$ cat config.mk
export PLATFORM = sky130hd
export DESIGN_NAME = multi_port_register_file
export DESIGN_NICKNAME = d
export VERILOG_FILES = /design/src/rtl/regfile_pkg.sv /design/src/rtl/regfile_clear_seq.sv /design/src/rtl/multi_port_register_file.sv
export SDC_FILE = /design/constraint.sdc
export NUM_CORES = 2
export LEC_CHECK = 0
export BUFFER_PORTS_ARGS = -buffer_cell sky130_fd_sc_hd__buf_2
export CORE_UTILIZATION = 30
export CTS_BUF_LIST = sky130_fd_sc_hd__clkbuf_8
export DETAILED_ROUTE_END_ITERATION = 10
export PLACE_DENSITY = 0.46
export RECOVER_POWER = 100
export SLEW_MARGIN = 15
export SYNTH_ARGS = -nofsm -noshare
export SYNTH_HDL_FRONTEND = slang
export SYNTH_SLANG_ARGS = --single-unit
$ cat constraint.sdc
create_clock -name Clock -period 5.5 [get_ports Clock]
set_clock_uncertainty 0.05 [all_clocks]
set_input_delay 1.1 -clock Clock [delete_from_list [all_inputs] [get_ports Clock]]
set_output_delay 1.1 -clock Clock [all_outputs]
set_load 0.1 [all_outputs]
$ cat src/rtl/regfile_pkg.sv
// Shared types, default widths and bus-slicing helper for the multi-port register file.
package regfile_pkg;

    typedef enum logic [1:0] {
        CLR_IDLE,
        CLR_CLEAR,
        CLR_DONE
    } ClrState_t;

    localparam int unsigned RF_W_DATA = 32;
    localparam int unsigned RF_W_ADDR = 5;
    localparam int unsigned RF_NUM_RD = 3;
    localparam int unsigned RF_NUM_WR = 2;

    // Base bit offset of lane idx in a flattened bus of width-bit lanes.
    function automatic int unsigned rf_slice(input int unsigned idx, input int unsigned width);
        return idx * width;
    endfunction

endpackage

$ cat src/rtl/regfile_clear_seq.sv
// Clear sequencer: walks every array index once, zeroing one entry per cycle,
// then pulses ClrDone for one cycle before returning to idle.
module regfile_clear_seq
    import regfile_pkg::*;
#(
    parameter int unsigned W_ADDR = RF_W_ADDR
) (
    input  logic              Clock,
    input  logic              Reset,
    input  logic              ClrReq,
    output logic              ClrBusy,
    output logic              ClrDone,
    output logic              ClrWrEn,
    output logic [W_ADDR-1:0] ClrWrAddr
);

    localparam logic [W_ADDR-1:0] CNT_LAST = '1;

    ClrState_t         state_q, state_d;
    logic [W_ADDR-1:0] cnt_q, cnt_d;

    always_ff @(posedge Clock) begin
        if (Reset) begin
            state_q <= CLR_IDLE;
            cnt_q   <= '0;
        end else begin
            state_q <= state_d;
            cnt_q   <= cnt_d;
        end
    end

    always_comb begin
        state_d = state_q;
        cnt_d   = cnt_q;
        case (state_q)
            CLR_IDLE: begin
                if (ClrReq) begin
                    state_d = CLR_CLEAR;
                    cnt_d   = '0;
                end
            end
            CLR_CLEAR: begin
                // Leave before the counter would wrap.
                if (cnt_q == CNT_LAST) begin
                    state_d = CLR_DONE;
                end else begin
                    cnt_d = cnt_q + 1'b1;
                end
            end
            CLR_DONE: state_d = CLR_IDLE;
            default:  state_d = CLR_IDLE;
        endcase
    end

    always_comb begin
        ClrBusy   = (state_q != CLR_IDLE);
        ClrDone   = (state_q == CLR_DONE);
        ClrWrEn   = (state_q == CLR_CLEAR);
        ClrWrAddr = cnt_q;
    end

endmodule

$ cat src/rtl/multi_port_register_file.sv
// Multi-port register file with latched read addresses, prioritised write ports,
// a hardwired zero register, optional write-to-read bypass and a clear sequencer.
module multi_port_register_file
    import regfile_pkg::*;
#(
    parameter int unsigned W_DATA   = RF_W_DATA,
    parameter int unsigned W_ADDR   = RF_W_ADDR,
    parameter int unsigned NUM_RD   = RF_NUM_RD,
    parameter int unsigned NUM_WR   = RF_NUM_WR,
    parameter int unsigned ZERO_IDX = (2 ** W_ADDR) - 1,
    parameter bit          BYPASS   = 1'b1
) (
    input  logic                     Clock,
    input  logic                     Reset,
    input  logic [NUM_RD-1:0]        RdEn,
    input  logic [NUM_RD*W_ADDR-1:0] RdAddr,
    output logic [NUM_RD*W_DATA-1:0] RdData,
    input  logic [NUM_WR-1:0]        WrEn,
    input  logic [NUM_WR*W_ADDR-1:0] WrAddr,
    input  logic [NUM_WR*W_DATA-1:0] WrData,
    input  logic                     ClrReq,
    output logic                     ClrBusy,
    output logic                     ClrDone
);

    localparam int unsigned       DEPTH     = 2 ** W_ADDR;
    localparam logic [W_ADDR-1:0] ZERO_ADDR = W_ADDR'(ZERO_IDX);

    logic [W_DATA-1:0] mem_q [DEPTH];
    logic [W_DATA-1:0] mem_d [DEPTH];
    logic [W_ADDR-1:0] rd_addr_q [NUM_RD];
    logic [W_ADDR-1:0] rd_addr_d [NUM_RD];

    logic [W_ADDR-1:0] wr_addr [NUM_WR];
    logic [W_DATA-1:0] wr_data [NUM_WR];
    logic [NUM_WR-1:0] wr_ok;

    logic              clr_wr_en;
    logic [W_ADDR-1:0] clr_wr_addr;

    regfile_clear_seq #(
        .W_ADDR(W_ADDR)
    ) u_clear_seq (
        .Clock    (Clock),
        .Reset    (Reset),
        .ClrReq   (ClrReq),
        .ClrBusy  (ClrBusy),
        .ClrDone  (ClrDone),
        .ClrWrEn  (clr_wr_en),
        .ClrWrAddr(clr_wr_addr)
    );

    always_comb begin
        for (int unsigned j = 0; j < NUM_WR; j++) begin
            wr_addr[j] = WrAddr[rf_slice(j, W_ADDR) +: W_ADDR];
            wr_data[j] = WrData[rf_slice(j, W_DATA) +: W_DATA];
            wr_ok[j]   = WrEn[j] && !ClrBusy && (wr_addr[j] != ZERO_ADDR);
        end
    end

    // Later write ports overwrite earlier ones, so the highest port wins a conflict.
    always_comb begin
        mem_d = mem_q;
        for (int unsigned j = 0; j < NUM_WR; j++) begin
            if (wr_ok[j]) begin
                mem_d[wr_addr[j]] = wr_data[j];
            end
        end
        if (clr_wr_en) begin
            mem_d[clr_wr_addr] = '0;
        end
    end

    always_comb begin
        for (int unsigned i = 0; i < NUM_RD; i++) begin
            rd_addr_d[i] = RdEn[i] ? RdAddr[rf_slice(i, W_ADDR) +: W_ADDR] : rd_addr_q[i];
        end
    end

    always_ff @(posedge Clock) begin
        if (Reset) begin
            for (int unsigned k = 0; k < DEPTH; k++) begin
                mem_q[k] <= '0;
            end
            for (int unsigned i = 0; i < NUM_RD; i++) begin
                rd_addr_q[i] <= '0;
            end
        end else begin
            mem_q     <= mem_d;
            rd_addr_q <= rd_addr_d;
        end
    end

    for (genvar i = 0; i < NUM_RD; i++) begin : g_rd
        logic [W_DATA-1:0] rd_val;

        always_comb begin
            rd_val = mem_q[rd_addr_q[i]];
            if (BYPASS) begin
                for (int unsigned j = 0; j < NUM_WR; j++) begin
                    if (wr_ok[j] && (wr_addr[j] == rd_addr_q[i])) begin
                        rd_val = wr_data[j];
                    end
                end
                if (clr_wr_en && (clr_wr_addr == rd_addr_q[i])) begin
                    rd_val = '0;
                end
            end
            if (rd_addr_q[i] == ZERO_ADDR) begin
                rd_val = '0;
            end
        end

        assign RdData[i*W_DATA +: W_DATA] = rd_val;
    end

endmodule

# --- Word level (Yosys, flattened, before mapping) ---
# Cells that the tools add are included.
word_totals:
  regBits: 1046
  inputBits: 97
  output_inout_bits: 98
  elab_cells: 135
classes:
  addsub: 1
  n_lt_le_gt_ge: 9
  n_eq_ne: 20
  muxes: 38
  bitwise_logic: 8
  n_reduce_logical: 22
op_table:
  columns: ["cell", "n"]
  rows:
  - ["two-way mux 1024 bit", 3]
  - ["bitwise mux 1024 bit", 2]
  - ["AND 1024 bit", 1]
  - ["NOT 1024 bit", 1]
  - ["two-way mux 32 bit", 21]
  - ["binary-select mux 32 bit (select 5 bit)", 3]
  - ["demux 32 bit (select 5 bit)", 3]
  - ["== test 5 bit", 9]
  - [">= comparator 6 bit, second input constant", 6]
  - ["NOT 5 -> 6 bit", 6]
  - ["== test 5 bit, second input constant", 4]
  - ["less-than comparator 6 x 1 -> 1 bit, second input constant", 3]
  - ["logical AND 1 bit", 16]
  - ["two-way mux 5 bit", 2]
  - ["inequality test 5 bit, second input constant", 2]
  - ["one-hot mux 5 bit (2 select lines)", 1]
  - ["adder 5 x 1 -> 5 bit, second input constant", 1]
  - ["two-way mux 2 bit", 2]
  - ["inequality test 2 bit, second input constant", 2]
  - ["one-hot mux 2 bit (2 select lines)", 1]
  - ["nonzero test 2 bit", 2]
  - ["AND reduction 3 bit", 1]
  - ["== test 2 x 1 -> 1 bit, second input constant", 1]
  - ["== test 2 bit, second input constant", 1]
  - ["4 further kinds", 4]

# --- Logic depth before layout (Yosys ltp) ---
logic_depth:
  ltp_word: 11
  depth_mapped: 11
  ltp_nobuf: 8

# --- Modules after synthesis ---
# From an unflattened synthesis, not the netlist that was laid out.
hier_totals:
  cells_unflattened: 7419
  area_unflattened_um2: 73385.4
by_module_without_submodules:
  columns: ["module", "instances", "cells_each", "area_each_um2"]
  rows:
  - ["multi_port_register_file", 1, 7376, 72985.0]
  - ["regfile_clear_seq", 1, 43, 400.4]

# --- Worst setup path before layout ---
# Ideal clock, no wire load.
synth_timing:
  kind: "input to output"
  startpoint: "input port WrEn[0]"
  endpoint: "output port RdData[57]"
  arrival_time_ps: 4394
  setup_slack_ps: -44
  cell_stages: 6
  cell_sequence: "nor3b_4 o21ai_2 nor4_4 clkbuf_1 nor4_1 nor3_1"
synth_via:
  elab_chain_len: 7
synth_lines:
  columns: ["item", "line_no", "source"]
  rows:
  - ["start: declaration", "multi_port_register_file.sv:18", "input logic [NUM_WR-1:0] WrEn,"]
  - ["logical AND 1 bit (2 in a row)", "multi_port_register_file.sv:57", "wr_ok[j] = WrEn[j] && !ClrBusy && (wr_addr[j] != ZERO_ADDR);"]
  - ["logical AND 1 bit", "multi_port_register_file.sv:101", "if (wr_ok[j] && (wr_addr[j] == rd_addr_q[i])) begin"]
  - ["two-way mux 32 bit (2 in a row)", "multi_port_register_file.sv:101", null]
  - ["two-way mux 32 bit", "multi_port_register_file.sv:105", "if (clr_wr_en && (clr_wr_addr == rd_addr_q[i])) begin"]
  - ["two-way mux 32 bit", "multi_port_register_file.sv:109", "if (rd_addr_q[i] == ZERO_ADDR) begin"]
  - ["end: declaration", "multi_port_register_file.sv:17", "output logic [NUM_RD*W_DATA-1:0] RdData,"]
# No other way between the ends.

# --- Final worst setup path ---
layout_timing:
  startpoint: "register rd_addr_q[6] (netlist bit)"
  endpoint: "output port RdData[59]"
layout_via:
  elab_chain_len: 8
layout_lines:
  columns: ["item", "line_no", "source"]
  rows:
  - ["start: declaration", "multi_port_register_file.sv:31", "logic [W_ADDR-1:0] rd_addr_q [NUM_RD];"]
  - ["start signal: assignment", "multi_port_register_file.sv:90", "rd_addr_q <= rd_addr_d;"]
  - ["NOT 5 -> 6 bit (implied by the code)", "multi_port_register_file.sv:98", "rd_val = mem_q[rd_addr_q[i]];"]
  - ["binary-select mux 32 bit (select 5 bit)", "multi_port_register_file.sv:98", null]
  - ["two-way mux 32 bit (implied by the code) (2 in a row)", "multi_port_register_file.sv:98", null]
  - ["two-way mux 32 bit (2 in a row)", "multi_port_register_file.sv:101", null]
  - ["two-way mux 32 bit", "multi_port_register_file.sv:105", null]
  - ["two-way mux 32 bit (*)", "multi_port_register_file.sv:109", null]
# Mark *: on every way between the ends. The rest lies on a longest branch, timed or not. The select of a mux whose other input is x is not followed.

==> reports/qor.csv <==
metric;value;unit
HP Start;RdAddr[4];
die area;247000;µm²
area share of the largest cell type after synthesis;28.5;%
R2R cell count;8;
Max Cap Viol;26;
final WL;381;mm
Hold Fails Final Rpt;0;
worst-path fanout max;41;
post-route non-filler standard cell count;11000;
hold path endpoint;rd_addr_q[14];
Static Leak;0.0301;µW
synth warn;0;
Seq cells post-synth;1046;
Max Freq;178;MHz
EDFF count, synth;0;
CP endpoint kind;output port;
Synth top cells by count;mux2i_1, a211oi_1, nor2_1;
Synth Area in XOR/XNOR;0.524;%
type of the worst setup path;reg -> out;
CP Launch Type;register;
worst setup margin;-132;ps
crit path DAT;4480;ps
critical path's largest stage delay;650;ps
simple-gate share of the synthesized area;10.1;%
worst skew pair latency;980;ps
placed inst area;79500;µm²
met2 GRT Util;46.1;%
met1 GRT Util;38.7;%
R2R Path Start;u_clear_seq.state_q[0];
Clk pwr share;41.3;%
GR Overflow Total;0;
worst hold path type;in -> reg;
Synth area leaders;dfxtp_1, mux2i_1, mux4_2;
dpl cells;10500;
Core Box Area;243000;µm²
Top-Level Pins;195;
cell with the most instances after synthesis;mux2i_1;
final setup fails;11;
Filler cells;24500;
root buffer cell;clkbuf_8;
min Tclk post-route;5630;ps
row cnt;181;
Vias/cell;6.33;
grt peak-use layer;met2;
Util after Layout;34.4;%
number of global-route vias before repair;66100;
design area;83700;µm²
largest net degree at the start of global routing;86;
syn avg cell area;9.46;µm²
routability cong.;0.931;
hold buffer count at CTS;0;
DRT Pass-1 Iters;6;
area grow syn2layout;13.9;%
Req. time, crit path;4350;ps
initial antenna violation count;25;
Final Cycle Share;102;%
DR iter-0 viols;7449;
Psw;6820;µW
clock buffer count from CTS;196;
RSZ-0062 raised after global routing;no;
drt wl/cell;34.8;µm
global-route wire length before repair;532;mm
CTS clk-pin slew, worst paths;70;ps
post-route antenna net violation count;0;
die span in x;497;µm
mux contribution to synthesized area;36.0;%
final routed DRC violation total;0;
Synth area leader;dfxtp_1;
Slew headroom;-158;%
crit-path cells;buf_12 -> buf_12 -> mux2_2 -> o22ai_1 -> nor3_1 -> a211oi_1 -> o31a_1 -> o21ai_1 -> clkbuf_2;
HPWL after DPL;241;mm
Syn Inst Count;7769;
Nets;7673;
vias after detailed routing;69400;
mapped cell area;73500;µm²
Main synth FF type;dfxtp_1;
FFs w/ async S/R, synth;0;%
global-route usage over all layers;29.8;%
Compound-Gate Fraction of Synth Area;18.5;%
Worst setup startpoint;rd_addr_q[6];
Hold Path Depth;3;
Sw Ratio;34.0;%
largest family of logic cells by synthesized area;multiplexers;
Power Dens Cells;239;nW/µm²
Reg power frac;39.4;%
Max Buffers Root-to-Sink;3;
max-slew violation count;1254;
Die Span Y;497;µm
Comb pwr share;19.3;%
Sink Count;1046;
worst r2r dst;mem_q[456];
CTS tree;yes;
Cell Int Power;13200;µW
r2r setup slk;80;ps
register area share after synthesis;28.5;%
share of layout cells above drive strength 1;21.5;%
Max VDD drop;0.000241;V
adder-cell share of the synthesized area;0.0851;%
met3 Resource Use GR;6.46;%
CTS H-tree depth;4;
Yosys cell types;63;
Starting Density;30.2;%
status;finished, violations left;
failing checks;capacitance limit, slew limit, setup timing;
PortBufs;194;
worst slew pin tran;3870;ps
most frequent CP cell;buf_12;
Net Count, Synth;7871;
Slowest cell on crit path;a211oi_1;
-- layout make-up --
class                   count  area (µm²)  area share (%)
multi-input cells        5669       48500            57.9
flip-flops and latches   1046       21000            25.1
repair buffers            646        5990            7.15
well taps                3202        4010            4.78
clock buffers             261        3590            4.29
clock inverters           105         561           0.669
inverters                  12        45.0          0.0538
diodes                     12        30.0          0.0359
-- through the flow --
| step | worst slack (ps) | hold slack (ps) | setup TNS (ps) | power (µW) |
|---|---|---|---|---|
| 3_5_place_dp | 460 | 442 | 0 | 11800 |
| 3_3_place_gp | 504 | 440 | 0 | 11800 |
| 2_1_floorplan | 532 | 415 | 0 | 10200 |
| 5_1_grt | 1.13 | 321 | 0 | 20500 |
| 4_1_cts | 1.66 | 214 | 0 | 20100 |
| 6_report | -132 | 290 | -546 | 20000 |
-- power groups by stage --
stage	sequential [µW]	clock, µW	combinational (µW)
after floorplan	7950	0	2210
after global placement	8070	0	3740
after detailed placement	8080	0	3750
after CTS	7890	8370	3830
after global routing	7900	8670	3920
final	7890	8270	3880
-- routing by layer --
layer  routed length [µm]  part of all wire [%]
met5                   92                 0.024
met4                23300                   6.1
met3                35000                   9.2
met2               168000                    44
met1               155000                    41
-- timing repair --
action                                 in CTS  in global routing
buffers inserted                           19                  7
setup endpoints to repair                  62                 15
gates resized for setup                    32                 15
pin swaps                                   0                  0
endpoints found under the hold margin       0                  0
cloned                                      1                  0
-- state kept, by name (all words and copies together), names as in the netlist --
signal,cells
mem_q,1024
rd_addr_q,15
u_clear_seq.state_q,2
u_clear_seq.ClrWrAddr,5
-- critical path, delay by kind of cell (launching register included) --
family / cells / cell delay (ps)
compound gates: 4 / 1290
flops: 1 / 570
mux: 1 / 380
buf+inv: 3 / 1020
simple gates: 1 / 110
-- cells in the final DEF (no fill, tap or decap), drive strengths merged, types with 90 or more instances in the layout --
cell type | netlist | routed
o31a | 90 | 90
o21ai | 95 | 95
mux2 | 98 | 98
dfxtp | 1046 | 1046
nand2 | 314 | 314
clkbuf | 669 | 337
nor3 | 106 | 106
buf | 373 | 568
mux4 | 483 | 483
nor2 | 1118 | 1118
nor2b | 107 | 107
mux2i | 1443 | 1443
a2111oi | 98 | 98
a211oi | 1176 | 1176
o221ai | 95 | 95
o22ai | 187 | 187
-- how the worst max path moves through the flow --
| stage | end | cells past startpoint |
|---|---|---|
| after floorplan | RdData[93] | 6 |
| after global placement | RdData[16] | 9 |
| after detailed placement | RdData[16] | 9 |
| after CTS | RdData[60] | 9 |
| after global routing | RdData[37] | 8 |
| final | RdData[59] | 9 |
-- cell families after synthesis --
kind of cell | count (synthesis)
mux | 2024
simple gates | 1760
fa+ha+maj | 5
compound gates | 1836
flops | 1046
buf+inv | 1054
xor+xnor | 44
Power figures use the tool's default switching activity.
